$ cat src/rtl/sensor_scan_scheduler.sv
// Sensor scan scheduler: sequences four sensor channels through a shared
// ADC and arbitrates the pixel bus with camera frames at channel boundaries.
module sensor_scan_scheduler #(
    parameter int SETTLE_CYCLES = 16,
    parameter int ACK_TIMEOUT   = 255,
    parameter int SCAN_PERIOD   = 1024
) (
    input  logic       clk,
    input  logic       rst,
    input  logic       run,
    input  logic [3:0] ch_mask,
    output logic       adc_req,
    input  logic       adc_ack,
    input  logic [7:0] adc_data,
    output logic [1:0] mux_sel,
    output logic       sample_valid,
    output logic [1:0] sample_ch,
    output logic [7:0] sample_data,
    input  logic       cam_req,
    output logic       cam_grant,
    output logic       busy,
    input  logic       err_clr,
    output logic       timeout_err,
    output logic       overrun
);

    localparam int CMAX = (SETTLE_CYCLES > ACK_TIMEOUT) ? SETTLE_CYCLES : ACK_TIMEOUT;
    localparam int CW   = $clog2(CMAX + 1);
    localparam int PW   = $clog2(SCAN_PERIOD);

    localparam logic [CW-1:0] SETTLE_LAST = CW'(SETTLE_CYCLES - 1);
    localparam logic [CW-1:0] ACK_LAST    = CW'(ACK_TIMEOUT - 1);
    localparam logic [PW-1:0] PER_LAST    = PW'(SCAN_PERIOD - 1);

    typedef enum logic [2:0] {
        IDLE,
        SETTLE,
        REQ,
        CAP,
        NEXT,
        CAM
    } state_t;

    state_t        state_q, state_d;
    logic [1:0]    ch_q, ch_d;
    logic [CW-1:0] cnt_q, cnt_d;
    logic [PW-1:0] per_q, per_d;
    logic [7:0]    data_q, data_d;
    logic          pend_q, pend_d;
    logic          resume_q, resume_d;
    logic [1:0]    rch_q, rch_d;
    logic          terr_q, terr_d;
    logic          ovr_q, ovr_d;

    logic          tick;
    logic          terr_set;
    logic [1:0]    first_ch;
    logic          first_ok;
    logic [1:0]    next_ch;
    logic          next_ok;

    assign tick = (per_q == PER_LAST);

    // Lowest enabled channel, used to start a fresh scan
    always_comb begin
        first_ch = '0;
        first_ok = 1'b0;
        for (int i = 3; i >= 0; i--) begin
            if (ch_mask[i]) begin
                first_ch = 2'(i);
                first_ok = 1'b1;
            end
        end
    end

    // Lowest enabled channel strictly above the current one (no wrap)
    always_comb begin
        next_ch = '0;
        next_ok = 1'b0;
        for (int i = 3; i >= 0; i--) begin
            if (ch_mask[i] && (i > int'(ch_q))) begin
                next_ch = 2'(i);
                next_ok = 1'b1;
            end
        end
    end

    // Period timer: free-runs while run=1, parked at zero otherwise
    always_comb begin
        per_d = per_q + PW'(1);
        if (!run || tick) begin
            per_d = '0;
        end
    end

    // Scan sequencer next-state logic
    always_comb begin
        state_d  = state_q;
        ch_d     = ch_q;
        cnt_d    = cnt_q;
        data_d   = data_q;
        resume_d = resume_q;
        rch_d    = rch_q;
        terr_set = 1'b0;
        unique case (state_q)
            IDLE: begin
                if (cam_req) begin
                    state_d  = CAM;
                    resume_d = 1'b0;
                end else if ((tick || pend_q) && first_ok) begin
                    state_d = SETTLE;
                    ch_d    = first_ch;
                    cnt_d   = '0;
                end
            end
            SETTLE: begin
                if (cnt_q == SETTLE_LAST) begin
                    state_d = REQ;
                    cnt_d   = '0;
                end else begin
                    cnt_d = cnt_q + CW'(1);
                end
            end
            REQ: begin
                if (adc_ack) begin
                    data_d  = adc_data;
                    state_d = CAP;
                end else if (cnt_q == ACK_LAST) begin
                    terr_set = 1'b1;
                    state_d  = NEXT;
                end else begin
                    cnt_d = cnt_q + CW'(1);
                end
            end
            CAP: begin
                state_d = NEXT;
            end
            NEXT: begin
                if (cam_req) begin
                    state_d  = CAM;
                    resume_d = next_ok;
                    rch_d    = next_ch;
                end else if (next_ok && run) begin
                    state_d = SETTLE;
                    ch_d    = next_ch;
                    cnt_d   = '0;
                end else begin
                    state_d = IDLE;
                end
            end
            CAM: begin
                if (!cam_req) begin
                    if (resume_q && run) begin
                        state_d = SETTLE;
                        ch_d    = rch_q;
                        cnt_d   = '0;
                    end else begin
                        state_d = IDLE;
                    end
                end
            end
            default: begin
                state_d = IDLE;
            end
        endcase
    end

    // Pending start and sticky flags; err_clr wins over a same-cycle set
    always_comb begin
        pend_d = pend_q;
        if ((state_q == IDLE) && !cam_req) begin
            pend_d = 1'b0;
        end
        if (tick && ((state_q != IDLE) || cam_req)) begin
            pend_d = 1'b1;
        end
        terr_d = terr_q | terr_set;
        ovr_d  = ovr_q | (tick && (state_q != IDLE));
        if (err_clr) begin
            terr_d = 1'b0;
            ovr_d  = 1'b0;
        end
    end

    // State and datapath registers
    always_ff @(posedge clk) begin
        if (rst) begin
            state_q  <= IDLE;
            ch_q     <= '0;
            cnt_q    <= '0;
            per_q    <= '0;
            data_q   <= '0;
            pend_q   <= 1'b0;
            resume_q <= 1'b0;
            rch_q    <= '0;
            terr_q   <= 1'b0;
            ovr_q    <= 1'b0;
        end else begin
            state_q  <= state_d;
            ch_q     <= ch_d;
            cnt_q    <= cnt_d;
            per_q    <= per_d;
            data_q   <= data_d;
            pend_q   <= pend_d;
            resume_q <= resume_d;
            rch_q    <= rch_d;
            terr_q   <= terr_d;
            ovr_q    <= ovr_d;
        end
    end

    assign adc_req      = (state_q == REQ);
    assign sample_valid = (state_q == CAP);
    assign cam_grant    = (state_q == CAM);
    assign busy         = (state_q != IDLE);
    assign mux_sel      = ch_q;
    assign sample_ch    = ch_q;
    assign sample_data  = data_q;
    assign timeout_err  = terr_q;
    assign overrun      = ovr_q;

endmodule
$ cat config.mk
export PLATFORM = sky130hd
export DESIGN_NAME = sensor_scan_scheduler
export DESIGN_NICKNAME = d
export VERILOG_FILES = /design/src/rtl/sensor_scan_scheduler.sv
export SDC_FILE = /design/constraint.sdc
export NUM_CORES = 1
export LEC_CHECK = 0
export CAP_MARGIN = 30
export CORE_ASPECT_RATIO = 0.5
export CORE_MARGIN = 2
export CORE_UTILIZATION = 52
export CTS_CLUSTER_SIZE = 12
export DETAILED_ROUTE_END_ITERATION = 7
export GPL_ROUTABILITY_DRIVEN = 0
export PLACE_DENSITY = 0.8
export SLEW_MARGIN = 20
export SYNTH_ARGS = -nofsm -noshare
export SYNTH_HDL_FRONTEND = slang
export SYNTH_SLANG_ARGS = --single-unit
$ cat constraint.sdc
create_clock -name clk -period 6.3 [get_ports clk]
set_clock_uncertainty 0.1 [all_clocks]
set_input_delay 1.89 -clock clk [delete_from_list [all_inputs] [get_ports clk]]
set_output_delay 1.89 -clock clk [all_outputs]
set_load 0.02 [all_outputs]
==> impl_metrics.py <==
metrics = {
    "outcome": {
        "status": "completed",
    },
    "timing": {
        "whs_ns": 0.3759,
        "hold_viol": 0,
        "setup_viol": 0,
        "finalCritPeriodShare_pct": 62.85,
        "fmax_mhz": 252.6,
        "tns_ns": 0,
        "fin_crit_ns": 3.959,
        "worst_slack_ns": 2.341,
        "slew_headroom_pct": 45.63,
        "rsz0062_at_grt": "no",
        "worst_pin_slew_ns": 0.8129,
        "final_max_slew_viol_count": 0,
    },
    "floorplan": {
        "die_x_um": 89.36,
        "die-area_mm2": 0.004171,
        "top_level_ports": 36,
        "core_area_mm2": 0.003453,
        "std_cell_rows": 15,
        "start_util_pct": 54.86,
        "die_height_um": 46.68,
    },
    "drt": {
        "dr_total_vias": 1671,
        "drt_iter0_drc": 173,
        "avgViaCountPerCell": 5.408,
        "wire_per_inst_um": 12.94,
        "first_pass_iters": 4,
        "ant_nets": 0,
        "wirelength_mm": 3.997,
        "drc": 0,
    },
    "worst_setup_path": {
        "arrival_ns": 4.08,
        "crit_type": "input port to register",
        "cp_max_fo": 9,
        "required_ns": 6.42,
        "start_kind": "input port",
        "crit_path_end_kind": "register",
        "r2r_cells": 6,
        "timing.rr.end": "cnt_q[2]",
        "reg2reg_slack_ns": 3.96,
        "r2r_start": "state_q[1]",
    },
    "flow_run": {
        "maxCapViolCount": 0,
    },
    "global_route": {
        "grt_pass1_wl_mm": 6.368,
        "gr-usage-met2_pct": 32.00,
        "grt_usage_pct": 20.54,
        "grt_use_met1_pct": 28.22,
        "grt_pass1_vias": 1434,
        "grt_max_degree": 21,
        "top_usage_layer": "met2",
        "use_met3_pct": 5.376,
        "antenna_found_initial": 0,
        "overflow": 0,
    },
    "min_path": {
        "worstHoldEndpoint": "per_q[0]",
        "hold_depth": 1,
        "hold_start": "per_q[0]",
        "min_path_type": "register to register",
    },
    "synthesis": {
        "yosys.area.top_type": "dfxtp_1",
        "syn_area_per_cell_um2": 8.382,
        "synthCells": 226,
        "syn_nets": 247,
        "synth_area_leaders": "dfxtp_1 39%, nor2_1 8.5%, xnor2_1 4.6%",
        "ys_ff_latch": 37,
        "ys_types": 44,
        "yosysWarnings": 0,
        "syn_area_mm2": 0.001894,
        "synth_top_area_share_pct": 39.10,
        "yosysSeqAreaShare_pct": 39.10,
    },
    "pwr": {
        "power.density_mw_per_mm2": 279.8,
        "vdd_ir_drop_max_uv": 129.9,
        "p_leak_nw": 0.8118,
    },
    "clocking": {
        "insertion_delay_ns": 0.29,
        "clk_pin_slew_ns": 0.08,
        "root_buffer": "clkbuf_8",
        "cts_hold_buf": 0,
        "h-tree-depth": 2,
        "cts_resized": 0,
        "clkSinkCount": 37,
        "cts_setup_buffers": 0,
        "clk_path_buf_depth": 2,
        "cts_made_buffers": 5,
        "cts_tree": "done",
    },
    "final_layout": {
        "nNetsFinal": 278,
        "num_antenna_cells": 0,
        "fin_cells": 309,
        "drive_gt1_share_pct": 6.202,
        "area_growth_pct": 23.58,
        "fill_cells": 301,
    },
    "place": {
        "dp_slack_ns": 2.066,
        "post-dp-hpwl_mm": 2.938,
        "io_buffers": 35,
        "dp.cells": 301,
    },
}
[flip-flops by register name, indices dropped and copies added (netlist names), 2 cells and up]
| signal | flops |
|---|---|
| per_q | 10 |
| mux_sel | 2 |
| rch_q | 2 |
| cnt_q | 8 |
| state_q | 3 |
| sample_data | 8 |
[Yosys cell counts]
cell and count:
nand3_1 7, clkbuf_1 7, and4_1 1, and2_1 2, o21bai_1 1, nor4_1 6, nand3_4 1, xnor2_1 10
o21ai_0 7, nand2b_1 7, nor4b_1 1, nor2b_1 5, a22oi_1 1, or3_1 3, nor3_1 7, a21o_1 3
a31oi_1 2, mux2i_1 8, inv_1 7, and3_4 1, nor4_4 1, nor3_4 1, and3_1 3, buf_6 1
o31a_1 1, a311oi_1 1, nand4_1 2, a221oi_1 1, xor2_1 4, a21oi_1 9, o21a_1 2, a211oi_2 1
nor4b_2 1, or4_1 2, buf_2 1, o21ai_2 1, a211oi_1 4, buf_4 2, nor2_1 43, nor3b_2 1
dfxtp_1 37, nand2_1 15, ha_1 3, a32oi_1 2
[power breakdown]
part / leakage, nW / internal (mW) / switching, mW
Clock: 0.0445 / 0.0784 / 0.0903
Combinational: 0.468 / 0.0899 / 0.113
Sequential: 0.300 / 0.251 / 0.0322
Total: 0.812 / 0.419 / 0.236
[layout make-up]
class	count	area (um^2)	share of cell area, %
multi-input combinational	171	1070	45.70
sequential	37	740.7	31.64
timing repair buffer	35	350.3	14.97
clock buffer	5	68.82	2.940
tap	51	63.81	2.726
inverter	7	26.28	1.122
clock inverter	3	21.27	0.9086
[critical path, stage by stage]
cell and delay, ns:
clkdlybuf4s50_1 0.50, or4_1 0.54, a21oi_1 0.15, o31a_1 0.45, nor3_1 0.10, a21o_1 0.29, a211oi_2 0.16
[per-layer routing]
layer  vias up  wire [um]
li1        844          -
met1       793       1987
met2        32       1857
met3         2        139
met4         0         12
met5         -          0
[cell usage in the layout (no fill, tap or decap), types with 2 or more instances in the layout]
master,n
mux2i_1,8
clkdlybuf4s50_1,35
a32oi_1,2
a211oi_1,4
o21a_1,2
nor3_1,7
xor2_1,4
and2_1,2
xnor2_1,10
or4_1,2
a21o_1,3
nor2_1,43
o21ai_0,7
inv_1,7
and3_1,3
nand3_1,7
a31oi_1,2
nand2_1,15
a21oi_1,9
ha_1,3
nor4_1,6
nor2b_1,5
or3_1,3
nand4_1,2
dfxtp_1,37
nand2b_1,7
clkbuf_8,5
[per-stage QoR]
stage / utilization (%) / instance area [um^2] / total power [mW]
floorplan: - / 1894 / 0.4362
global placement: 65.18 / 2251 / 0.4835
detailed placement: 65.18 / 2251 / 0.4890
CTS: 67.79 / 2341 / 0.6572
global route: 67.79 / 2341 / 0.6939
finish: 67.79 / 2341 / 0.6551
[logic make-up (layout without fill, tap and decap cells)]
kind of cell,after synthesis,in the layout,synth area share [%]
fa+ha+maj,3,3,1.982
compound gates,36,36,12.68
xor+xnor,14,14,6.473
simple gates,110,110,31.11
flops,37,37,39.10
mux,8,8,4.227
buf+inv,18,50,4.425
[worst max path at each step]
| stage | end | from |
|---|---|---|
| finish | cnt_q[1] | ch_mask[3] |
| global placement | cnt_q[1] | ch_mask[3] |
| detailed placement | cnt_q[1] | ch_mask[3] |
| floorplan | cnt_q[1] | ch_mask[1] |
| global route | cnt_q[1] | ch_mask[3] |
| CTS | cam_grant | state_q[0] |
Note: power is estimated with default switching activity, not from simulation.
==> RTL change (config.mk and constraints unchanged) <==
Set the parameter `SCAN_PERIOD` to 512 (it was 1024).
--- a/src/rtl/sensor_scan_scheduler.sv
+++ b/src/rtl/sensor_scan_scheduler.sv
@@ -3,7 +3,7 @@
 module sensor_scan_scheduler #(
     parameter int SETTLE_CYCLES = 16,
     parameter int ACK_TIMEOUT   = 255,
-    parameter int SCAN_PERIOD   = 1024
+    parameter int SCAN_PERIOD   = 512
 ) (
     input  logic       clk,
     input  logic       rst,
Check against the original RTL: no difference found for any inputs over 10 cycles, from zero or initial values and one cycle with rst high; that may be too few to reach the edited logic, so the function may still have changed.
==> RTL change against the unedited design <==
- routed wire length grew 0.58%
- sequential share of layout area barely moved
- cell count decreased by 0.32%
- cell area fell by 2.6%
- sequential cell count down 1
- power grew 7.8%
- area after synthesis fell by 3.2%
- worst setup slack worse by 0.18 ns
==> RTL change: results (changes against the unedited design) <==
Status:
- The run finished with clean final reports.

Global routing:
- The global-route met1 utilization is 26.8% (-1.4 points).
- The maximum number of pins on one net before global-route repair is 35 (+67%).
- The global-route wire length before repair is 6450 um (+1.3%).
- The met2 usage is 35.0% (+3.0 points).
- The met3 track demand over resource in global routing is 6.34% (+0.96 points).

Logic synthesis:
- The average cell area after synthesis is 8.18 um2 (-2.4%).
- The synthesized net count is 246 (-0.40%).
- The count of different cell masters after synthesis is 51 (+16%).
- Yosys attributes the largest share of cell area to dfxtp_1 (39%), a21oi_1 (6.6%), nand2_1 (5.7%).

Worst setup path:
- The type of the worst setup path is reg -> out.
- The largest fanout on the critical path came to 14 (+5).
- The arrival time of the worst setup path is 2.15 ns (-1.93 ns).
- The largest individual stage delay along the critical path comes from the cell dfxtp_1.
- The largest incremental delay on the critical path came to 0.62 ns (+0.08 ns).
- The cell family contributing the most delay on the critical path is buffers and inverters.

Route:
- The routed length per placed instance is 13.1 um (+0.90%).
- The wire length on met1 is 1820 um (-8.7%).
- The met2 wire length is 1930 um (+3.8%).
- The met3 layer wire length in the routed design is 239 um (+72%).
- The total wirelength of the detailed-routed design came to 4020 um (+0.58%).
- The total via count in the routed design is 1713 (+2.5%).
- The first-pass detailed-route iteration total was 5 (+1).

Placement:
- The final HPWL from detailed placement is 2880 um (-2.0%).
- The cell total after placement is 300 (-0.33%).

Finish:
- The share of post-route cells with drive strength above 1 is 6.61% (+0.41 points).
- The total of fill cells in the finished design came to 280 (-7.0%).
- The number of flip-flops under the largest register name is 9 (-1).

Power and ir drop:
- The internal power summed over all cells is 0.000445 W (+6.1%).
- The leakage power is 0.793 nW (-2.4%).
- The worst ir drop on vdd is 139 uV (+6.9%).
[RTL change: logic make-up (layout without fill, tap and decap cells)]
logic type,count (synthesis),after routing,share of synthesized area (%)
muxes,3,3,1.71
AOI/OAI and AO/OA,53,53,18.4
buffers and inverters,20,53,5.60
xor gates and xnor gates,4,4,1.91
DFF,36,36,39.3
adders and majority gates,4,4,2.73
and+or+nand+nor,104,104,30.4
[RTL change: final timing paths]
check                   end  cells after the start  slack (ns)      startpoint
min reg2reg  sample_data[0]                      2        0.35  sample_data[0]
max reg2reg        cnt_q[2]                     10        3.66        per_q[0]
min          sample_data[0]                      2        0.35  sample_data[0]
max               cam_grant                      4        2.16      state_q[2]
[RTL change: final cells by class]
cell class | count | area share (%)
clock buffer | 7 | 3.79
timing repair buffer | 36 | 15.7
clock inverter | 1 | 0.329
tap | 51 | 2.80
sequential | 36 | 31.6
multi-input combinational | 168 | 44.3
inverter | 9 | 1.48
[RTL change: worst register-to-register path: cells and delay by family, from the launching register on]
family | cells | cell delay [ns]
simple gates | 6 | 1.24
fa+ha+maj | 2 | 0.45
flops | 1 | 0.38
compound gates | 2 | 0.42
[RTL change: through the flow]
| step | cell area [um2] | setup WS, ns | hold slack [ns] |
|---|---|---|---|
| after floorplan | 1830 | 3.06 | 0.330 |
| after global placement | 2190 | 2.32 | 0.342 |
| after detailed placement | 2190 | 2.26 | 0.347 |
| after CTS | 2280 | 2.17 | 0.356 |
| after global routing | 2280 | 2.02 | 0.377 |
| final | 2280 | 2.16 | 0.353 |
[RTL change: power groups by stage]
stage,sequential [W],combinational [W],clock (W)
after floorplan,0.000276,0.000191,0
after global placement,0.000284,0.000246,0
after CTS,0.000279,0.000252,0.000176
final,0.000280,0.000252,0.000174
after detailed placement,0.000285,0.000250,0
after global routing,0.000284,0.000276,0.000184
